--- config.mk ---
export PLATFORM = sky130hd
export DESIGN_NAME = decode_pipe
export DESIGN_NICKNAME = d
export VERILOG_FILES = /design/src/rtl/decode_pipe_pkg.sv /design/src/rtl/decode_ctrl.sv /design/src/rtl/decode_pipe.sv
export SDC_FILE = /design/constraint.sdc
export NUM_CORES = 2
export LEC_CHECK = 0
export CAP_MARGIN = 30
export CELL_PAD_IN_SITES_DETAIL_PLACEMENT = 1
export CELL_PAD_IN_SITES_GLOBAL_PLACEMENT = 2
export CORE_UTILIZATION = 42
export DETAILED_ROUTE_END_ITERATION = 16
export PLACE_DENSITY_LB_ADDON = 0.1
export SYNTH_ARGS = -nofsm -noshare
export SYNTH_HDL_FRONTEND = slang
export SYNTH_SLANG_ARGS = --single-unit
export TNS_END_PERCENT = 1
--- constraint.sdc ---
create_clock -name clk -period 6.25 [get_ports clk]
set_clock_uncertainty 0.1 [all_clocks]
set_input_delay 0.9375 -clock clk [delete_from_list [all_inputs] [get_ports clk]]
set_output_delay 0.9375 -clock clk [all_outputs]
set_load 0.02 [all_outputs]
--- src/rtl/decode_pipe_pkg.sv ---
// decode_pipe_pkg
//   Shared definitions for the decode stage: RV32 base opcodes, the ALU
//   operation encodings that decode hands to EX, the immediate-format enum
//   and a helper that assembles the 32-bit sign-extended immediate.
//   No ports; imported by decode_ctrl and decode_pipe.
package decode_pipe_pkg;

  localparam int DEFAULT_XLEN  = 32;
  localparam int DEFAULT_NREGS = 32;

  // RV32I major opcodes recognised by the decoder
  localparam logic [6:0] OPC_LUI    = 7'b0110111;
  localparam logic [6:0] OPC_AUIPC  = 7'b0010111;
  localparam logic [6:0] OPC_JAL    = 7'b1101111;
  localparam logic [6:0] OPC_JALR   = 7'b1100111;
  localparam logic [6:0] OPC_BRANCH = 7'b1100011;
  localparam logic [6:0] OPC_LOAD   = 7'b0000011;
  localparam logic [6:0] OPC_STORE  = 7'b0100011;
  localparam logic [6:0] OPC_OPIMM  = 7'b0010011;
  localparam logic [6:0] OPC_OP     = 7'b0110011;

  // ALU operations follow funct3; ADD is used for address/link arithmetic
  localparam logic [2:0] ALU_ADD = 3'b000;
  localparam logic [2:0] ALU_SR  = 3'b101;

  // Branch conditions that compare for (in)equality
  localparam logic [2:0] F3_BEQ = 3'b000;
  localparam logic [2:0] F3_BNE = 3'b001;

  typedef enum logic [2:0] {
    IMM_NONE,
    IMM_I,
    IMM_S,
    IMM_B,
    IMM_U,
    IMM_J
  } imm_fmt_e;

  // Builds the immediate for the given format, already sign-extended to 32 bits
  function automatic logic [31:0] gen_imm(input logic [31:0] instr, input imm_fmt_e fmt);
    logic [31:0] imm;
    imm = '0;
    case (fmt)
      IMM_I:   imm = {{20{instr[31]}}, instr[31:20]};
      IMM_S:   imm = {{20{instr[31]}}, instr[31:25], instr[11:7]};
      IMM_B:   imm = {{19{instr[31]}}, instr[31], instr[7], instr[30:25], instr[11:8], 1'b0};
      IMM_U:   imm = {instr[31:12], 12'b0};
      IMM_J:   imm = {{11{instr[31]}}, instr[31], instr[19:12], instr[20], instr[30:21], 1'b0};
      default: imm = '0;
    endcase
    return imm;
  endfunction

endpackage

--- src/rtl/decode_ctrl.sv ---
// decode_ctrl
//   Purely combinational control decoder: maps opcode/funct3/funct7 to the
//   bundle control bits, the immediate format and which source registers the
//   instruction actually reads (used by the load-use hazard check).
//   Ports:
//     opcode_i, funct3_i, funct7_5_i  instruction fields (funct7_5_i = instr[30])
//     has_imm_o .. check_eq_o         control bits for the EX bundle
//     imm_fmt_o                       immediate format to assemble
//     rs1_used_o, rs2_used_o          source operands really consumed
module decode_ctrl
  import decode_pipe_pkg::*;
(
  input  logic [6:0] opcode_i,
  input  logic [2:0] funct3_i,
  input  logic       funct7_5_i,
  output logic       has_imm_o,
  output logic [2:0] alu_op_o,
  output logic       alu_alt_o,
  output logic       rf_we_o,
  output logic       mem_we_o,
  output logic       mem2rf_o,
  output logic       branch_o,
  output logic       check_eq_o,
  output imm_fmt_e   imm_fmt_o,
  output logic       rs1_used_o,
  output logic       rs2_used_o
);

  // Unknown opcodes fall through to the defaults: a NOP with no control bits.
  // rs1 counts as used for everything except the U-types and JAL.
  always_comb begin
    has_imm_o  = 1'b0;
    alu_op_o   = ALU_ADD;
    alu_alt_o  = 1'b0;
    rf_we_o    = 1'b0;
    mem_we_o   = 1'b0;
    mem2rf_o   = 1'b0;
    branch_o   = 1'b0;
    check_eq_o = 1'b0;
    imm_fmt_o  = IMM_NONE;
    rs1_used_o = 1'b1;
    rs2_used_o = 1'b0;
    case (opcode_i)
      OPC_LUI, OPC_AUIPC: begin
        has_imm_o  = 1'b1;
        rf_we_o    = 1'b1;
        imm_fmt_o  = IMM_U;
        rs1_used_o = 1'b0;
      end
      OPC_JAL: begin
        has_imm_o  = 1'b1;
        rf_we_o    = 1'b1;
        branch_o   = 1'b1;
        imm_fmt_o  = IMM_J;
        rs1_used_o = 1'b0;
      end
      OPC_JALR: begin
        has_imm_o = 1'b1;
        rf_we_o   = 1'b1;
        branch_o  = 1'b1;
        imm_fmt_o = IMM_I;
      end
      OPC_BRANCH: begin
        alu_op_o   = funct3_i;
        branch_o   = 1'b1;
        check_eq_o = (funct3_i == F3_BEQ) || (funct3_i == F3_BNE);
        imm_fmt_o  = IMM_B;
        rs2_used_o = 1'b1;
      end
      OPC_LOAD: begin
        has_imm_o = 1'b1;
        rf_we_o   = 1'b1;
        mem2rf_o  = 1'b1;
        imm_fmt_o = IMM_I;
      end
      OPC_STORE: begin
        has_imm_o  = 1'b1;
        mem_we_o   = 1'b1;
        imm_fmt_o  = IMM_S;
        rs2_used_o = 1'b1;
      end
      OPC_OPIMM: begin
        has_imm_o = 1'b1;
        rf_we_o   = 1'b1;
        alu_op_o  = funct3_i;
        alu_alt_o = (funct3_i == ALU_SR) && funct7_5_i;
        imm_fmt_o = IMM_I;
      end
      OPC_OP: begin
        rf_we_o    = 1'b1;
        alu_op_o   = funct3_i;
        alu_alt_o  = funct7_5_i;
        rs2_used_o = 1'b1;
      end
      default: begin
      end
    endcase
  end

endmodule

--- src/rtl/decode_pipe.sv ---
// decode_pipe
//   Single-stage decode with register file, load-use hazard stall, optional
//   write-back bypass and a valid/ready output bundle register.
//   Ports:
//     clk, rst                      clock and async active-high reset
//     in_valid_i/in_ready_o         handshake with fetch
//     instr_i, pc_plus1_i           instruction word and next PC from fetch
//     rf_we_i/rf_waddr_i/rf_wdata_i write-back port into the register file
//     flush_i                       kill bundle and incoming instruction
//     out_valid_o/out_ready_i       handshake with execute
//     has_imm_o .. pc_plus1_o       registered decoded bundle
module decode_pipe
  import decode_pipe_pkg::*;
#(
  parameter int XLEN      = DEFAULT_XLEN,
  parameter int NREGS     = DEFAULT_NREGS,
  parameter int BYPASS_WB = 1,
  localparam int RAW      = $clog2(NREGS)
) (
  input  logic            clk,
  input  logic            rst,
  input  logic            in_valid_i,
  output logic            in_ready_o,
  input  logic [31:0]     instr_i,
  input  logic [XLEN-1:0] pc_plus1_i,
  input  logic            rf_we_i,
  input  logic [RAW-1:0]  rf_waddr_i,
  input  logic [XLEN-1:0] rf_wdata_i,
  input  logic            flush_i,
  output logic            out_valid_o,
  input  logic            out_ready_i,
  output logic            has_imm_o,
  output logic [2:0]      alu_op_o,
  output logic            alu_alt_o,
  output logic            rf_we_o,
  output logic            mem_we_o,
  output logic            mem2rf_o,
  output logic            branch_o,
  output logic            check_eq_o,
  output logic [XLEN-1:0] imm_o,
  output logic [XLEN-1:0] rf_data0_o,
  output logic [XLEN-1:0] rf_data1_o,
  output logic [RAW-1:0]  rf_waddr_o,
  output logic [XLEN-1:0] pc_plus1_o
);

  typedef struct packed {
    logic            has_imm;
    logic [2:0]      alu_op;
    logic            alu_alt;
    logic            rf_we;
    logic            mem_we;
    logic            mem2rf;
    logic            branch;
    logic            check_eq;
    logic [XLEN-1:0] imm;
    logic [XLEN-1:0] rdata0;
    logic [XLEN-1:0] rdata1;
    logic [RAW-1:0]  waddr;
    logic [XLEN-1:0] pc_plus1;
  } bundle_t;

  logic [XLEN-1:0] regs_q [NREGS];
  bundle_t         bundle_q, bundle_d;
  logic            valid_q, valid_d;

  logic [RAW-1:0]  rs1, rs2, rd;
  logic [XLEN-1:0] rdata0, rdata1;
  logic            bypass0, bypass1;
  logic            hazard, advance, accept;

  logic            dHasImm, dAluAlt, dRfWe, dMemWe, dMem2rf, dBranch, dCheckEq;
  logic [2:0]      dAluOp;
  imm_fmt_e        immFmt;
  logic            rs1Used, rs2Used;

  assign rs1 = RAW'(instr_i[19:15]);
  assign rs2 = RAW'(instr_i[24:20]);
  assign rd  = RAW'(instr_i[11:7]);

  decode_ctrl u_ctrl (
    .opcode_i   (instr_i[6:0]),
    .funct3_i   (instr_i[14:12]),
    .funct7_5_i (instr_i[30]),
    .has_imm_o  (dHasImm),
    .alu_op_o   (dAluOp),
    .alu_alt_o  (dAluAlt),
    .rf_we_o    (dRfWe),
    .mem_we_o   (dMemWe),
    .mem2rf_o   (dMem2rf),
    .branch_o   (dBranch),
    .check_eq_o (dCheckEq),
    .imm_fmt_o  (immFmt),
    .rs1_used_o (rs1Used),
    .rs2_used_o (rs2Used)
  );

  // Register file storage; entry 0 is never written and is masked on read
  always_ff @(posedge clk) begin
    if (rf_we_i && (rf_waddr_i != '0)) begin
      regs_q[rf_waddr_i] <= rf_wdata_i;
    end
  end

  // A write landing this cycle is forwarded so decode never sees stale data
  assign bypass0 = (BYPASS_WB != 0) && rf_we_i && (rf_waddr_i == rs1);
  assign bypass1 = (BYPASS_WB != 0) && rf_we_i && (rf_waddr_i == rs2);
  assign rdata0  = (rs1 == '0) ? '0 : (bypass0 ? rf_wdata_i : regs_q[rs1]);
  assign rdata1  = (rs2 == '0) ? '0 : (bypass1 ? rf_wdata_i : regs_q[rs2]);

  // Load result is not available until after EX/MEM, so a dependent
  // instruction directly behind a load waits one cycle
  assign hazard = valid_q && bundle_q.mem2rf && (bundle_q.waddr != '0) &&
                  ((rs1Used && (rs1 == bundle_q.waddr)) ||
                   (rs2Used && (rs2 == bundle_q.waddr)));

  assign advance    = out_ready_i || !valid_q;
  assign in_ready_o = advance && !hazard && !flush_i;
  assign accept     = in_valid_i && in_ready_o;

  // Next bundle contents assembled from the incoming instruction
  always_comb begin
    bundle_d          = '0;
    bundle_d.has_imm  = dHasImm;
    bundle_d.alu_op   = dAluOp;
    bundle_d.alu_alt  = dAluAlt;
    bundle_d.rf_we    = dRfWe;
    bundle_d.mem_we   = dMemWe;
    bundle_d.mem2rf   = dMem2rf;
    bundle_d.branch   = dBranch;
    bundle_d.check_eq = dCheckEq;
    bundle_d.imm      = XLEN'($signed(gen_imm(instr_i, immFmt)));
    bundle_d.rdata0   = rdata0;
    bundle_d.rdata1   = rdata1;
    bundle_d.waddr    = rd;
    bundle_d.pc_plus1 = pc_plus1_i;
  end

  // Valid drops when the bundle is consumed or flushed without a replacement
  always_comb begin
    valid_d = valid_q;
    if (accept) begin
      valid_d = 1'b1;
    end else if (advance || flush_i) begin
      valid_d = 1'b0;
    end
  end

  // Bundle fields only change on accept; bubbles keep the old field values
  always_ff @(posedge clk or posedge rst) begin
    if (rst) begin
      valid_q  <= 1'b0;
      bundle_q <= '0;
    end else begin
      valid_q <= valid_d;
      if (accept) begin
        bundle_q <= bundle_d;
      end
    end
  end

  assign out_valid_o = valid_q;
  assign has_imm_o   = bundle_q.has_imm;
  assign alu_op_o    = bundle_q.alu_op;
  assign alu_alt_o   = bundle_q.alu_alt;
  assign rf_we_o     = bundle_q.rf_we;
  assign mem_we_o    = bundle_q.mem_we;
  assign mem2rf_o    = bundle_q.mem2rf;
  assign branch_o    = bundle_q.branch;
  assign check_eq_o  = bundle_q.check_eq;
  assign imm_o       = bundle_q.imm;
  assign rf_data0_o  = bundle_q.rdata0;
  assign rf_data1_o  = bundle_q.rdata1;
  assign rf_waddr_o  = bundle_q.waddr;
  assign pc_plus1_o  = bundle_q.pc_plus1;

endmodule

==> reports/qor.yml <==
status: "finished clean"
cts.reportedPaths.clkPinSlew_ns: 0.06
cts.sinks: 1168
die_h_um: 360
multi_input_area_mm2: 0.0188
worstPathArrival_ns: 3.79
path_class: "primary input to output port"
synth_edf_count: 1024
ys_ff_latch: 1168
clockRootBuffer: "clkbuf_16"
dp_hpwl_um: 118000
area_delta_synth_final_pct: 19.0
setup_tns_ns: 0
cts-hold-fix-buffers: 0
fmax_mhz: 207
first_pass_iters: 6
ctsHtreeMaxLevel: 4
fin_ws_ns: 1.42
worst_ep_required_time_ns: 5.21
irDropWorstVdd_uv: 258
maxSlewHeadroom: 0.275
pre_cts_slack_ns: 1.48
setup-violations-final: 0
placed_area_mm2: 0.0593
yosys_warnings: 0
cp-end-kind: "output port"
hp-class: "primary input to async pin"
register_area_mm2: 0.0344
first_iter_violations: 4240
finalCritPeriodShare: 0.773
synth_area_mm2: 0.0539
grt_pass1_wl_um: 278000
ys_seq_area_frac: 0.637
dieWidth_um: 360
final_common_cell: "edfxtp_1"
io_pins: 252
cts_max_path_buffers: 3
insertion_delay_ns: 0.80
postRouteAntennaNets: 0
start_util: 0.423
synth_flop_cell: "edfxtp_1"
cts_buffers: 134
dieArea_mm2: 0.130
rrSetupSlack_ns: 2.81
nNetsFinal: 3739
grt_pass1_vias: 36900
ys_types: 59
post_cts_buffers: 0
synthArstFlopShare: 0.123
critPathLaunchType: "primary input"
grt_start_max_net_pins: 127
drcViolationCount: 0
cp_max_fo: 11
reg2reg_depth: 7
holdWs_ns: 0.364
hold_viol: 0
worstReg2RegStart: "rf_waddr_o[1]"
viasPerCell: 6.52
vias: 35200
cts_tree: "yes"
regToRegEndpoint: "rf_data0_o[24]"
post_drt_wl_per_cell_um: 36.7
syn_inst: 3346
grt_usage: 0.303
slew_violations: 0
cap_violations: 0
nFillCells: 12000
period_needed_ns: 4.83
grt_overflow: 0
num_rows: 131
core-area_mm2: 0.128
drt_wl_total_um: 198000
fin_area_mm2: 0.0642
p_per_area_mw_per_mm2: 298
rsz0062_at_grt: "false"
final_cell_mix: "1024 x edfxtp_1, 488 x mux2i_1, 268 x mux4_2"
port_buffers: 251
worst_pin_slew_ns: 1.09
p_leak_uw: 0.0227
avgSynthCellArea_um2: 16.1
finalCoreUtilization: 0.503
ctsResizeCount: 0
gp_congestion: 0.826
antenna_found_initial: 10
drive_above_1_share: 0.203
-- flip-flops by register name, summed over array words and instances, names as in the netlist --
name and flops:
check_eq_o 1, alu_op_o 3, branch_o 1, out_valid_o 1
mem_we_o 1, rf_we_o 1, alu_alt_o 1, imm_o 32
rf_data1_o 32, has_imm_o 1, rf_data0_o 32, regs_q 1024
pc_plus1_o 32, mem2rf_o 1, rf_waddr_o 5
-- Yosys cell counts, drive strengths merged (21+ instances only) --
cell	number	area, µm²
a21oi	137	686
a21o	21	158
o22ai	28	175
dfrtp	144	3600
a221oi	39	342
a221o	64	641
a31oi	31	194
nor3	46	230
buf	124	631
clkbuf	151	567
edfxtp	1024	30700
o221ai	30	263
nand3	45	230
nand2	247	927
mux2i	488	4880
a22oi	116	871
nor2	50	188
mux2	80	901
o21ai	29	145
a211o	29	254
a22o	65	569
mux4	268	6040
-- critical path, stage by stage --
cell and delay, ns:
clkdlybuf4s50_1 0.61, or3b_1 0.51, a21oi_1 0.19, buf_4 0.22
or4_1 0.23, nand2_1 0.16, nor3b_1 0.27, clkdlybuf4s50_1 0.66
-- power breakdown --
group / total (µW) / leakage [µW] / internal, µW / switching (µW)
Combinational: 2170 / 0.00944 / 902 / 1260
Sequential: 8950 / 0.0111 / 8720 / 227
Clock: 8030 / 0.00220 / 4780 / 3250
-- metrics by stage --
stage / cells / total power (µW)
3_5_place_dp: 5142 / 11200
4_1_cts: 5384 / 19300
3_3_place_gp: 5121 / 11200
2_1_floorplan: 3377 / 10100
5_1_grt: 5402 / 19700
6_report: 5402 / 19100
-- final cells by class --
class / count / area share
antenna: 2 / 0.0000780
clock buffer: 176 / 0.0587
multi-input combinational: 1929 / 0.293
tap: 1662 / 0.0324
inverter: 5 / 0.000448
sequential: 1168 / 0.535
timing repair buffer: 394 / 0.0694
clock inverter: 66 / 0.0109
-- how the worst max path moves through the flow --
stage / start / end / slack (ns)
2_1_floorplan: rst / alu_alt_o / 1.35
3_3_place_gp: instr_i[4] / in_ready_o / 1.50
3_5_place_dp: instr_i[23] / in_ready_o / 1.48
4_1_cts: instr_i[23] / in_ready_o / 1.47
5_1_grt: instr_i[3] / in_ready_o / 1.36
6_report: instr_i[3] / in_ready_o / 1.42
-- metal layers --
layer  global-route usage  vias up  part of all wire
li1                     -    14200                 -
met1                0.419    19100              0.42
met2                0.481     1674              0.47
met3               0.0599      306             0.078
met4               0.0995        2             0.030
met5                    0        -          0.000066
-- cells by family (layout without fill, tap and decap cells) --
| kind of cell | Yosys count | count (layout) | share of synthesized area |
|---|---|---|---|
| buffers and inverters | 280 | 641 | 0.0225 |
| DFF | 1168 | 1168 | 0.637 |
| other | 1 | 34 | 0.0000695 |
| xor gates and xnor gates | 20 | 20 | 0.00325 |
| and+or+nand+nor | 441 | 441 | 0.0366 |
| muxes | 836 | 836 | 0.219 |
| AOI/OAI and AO/OA | 600 | 600 | 0.0814 |
(Power assumes the default switching activity.)
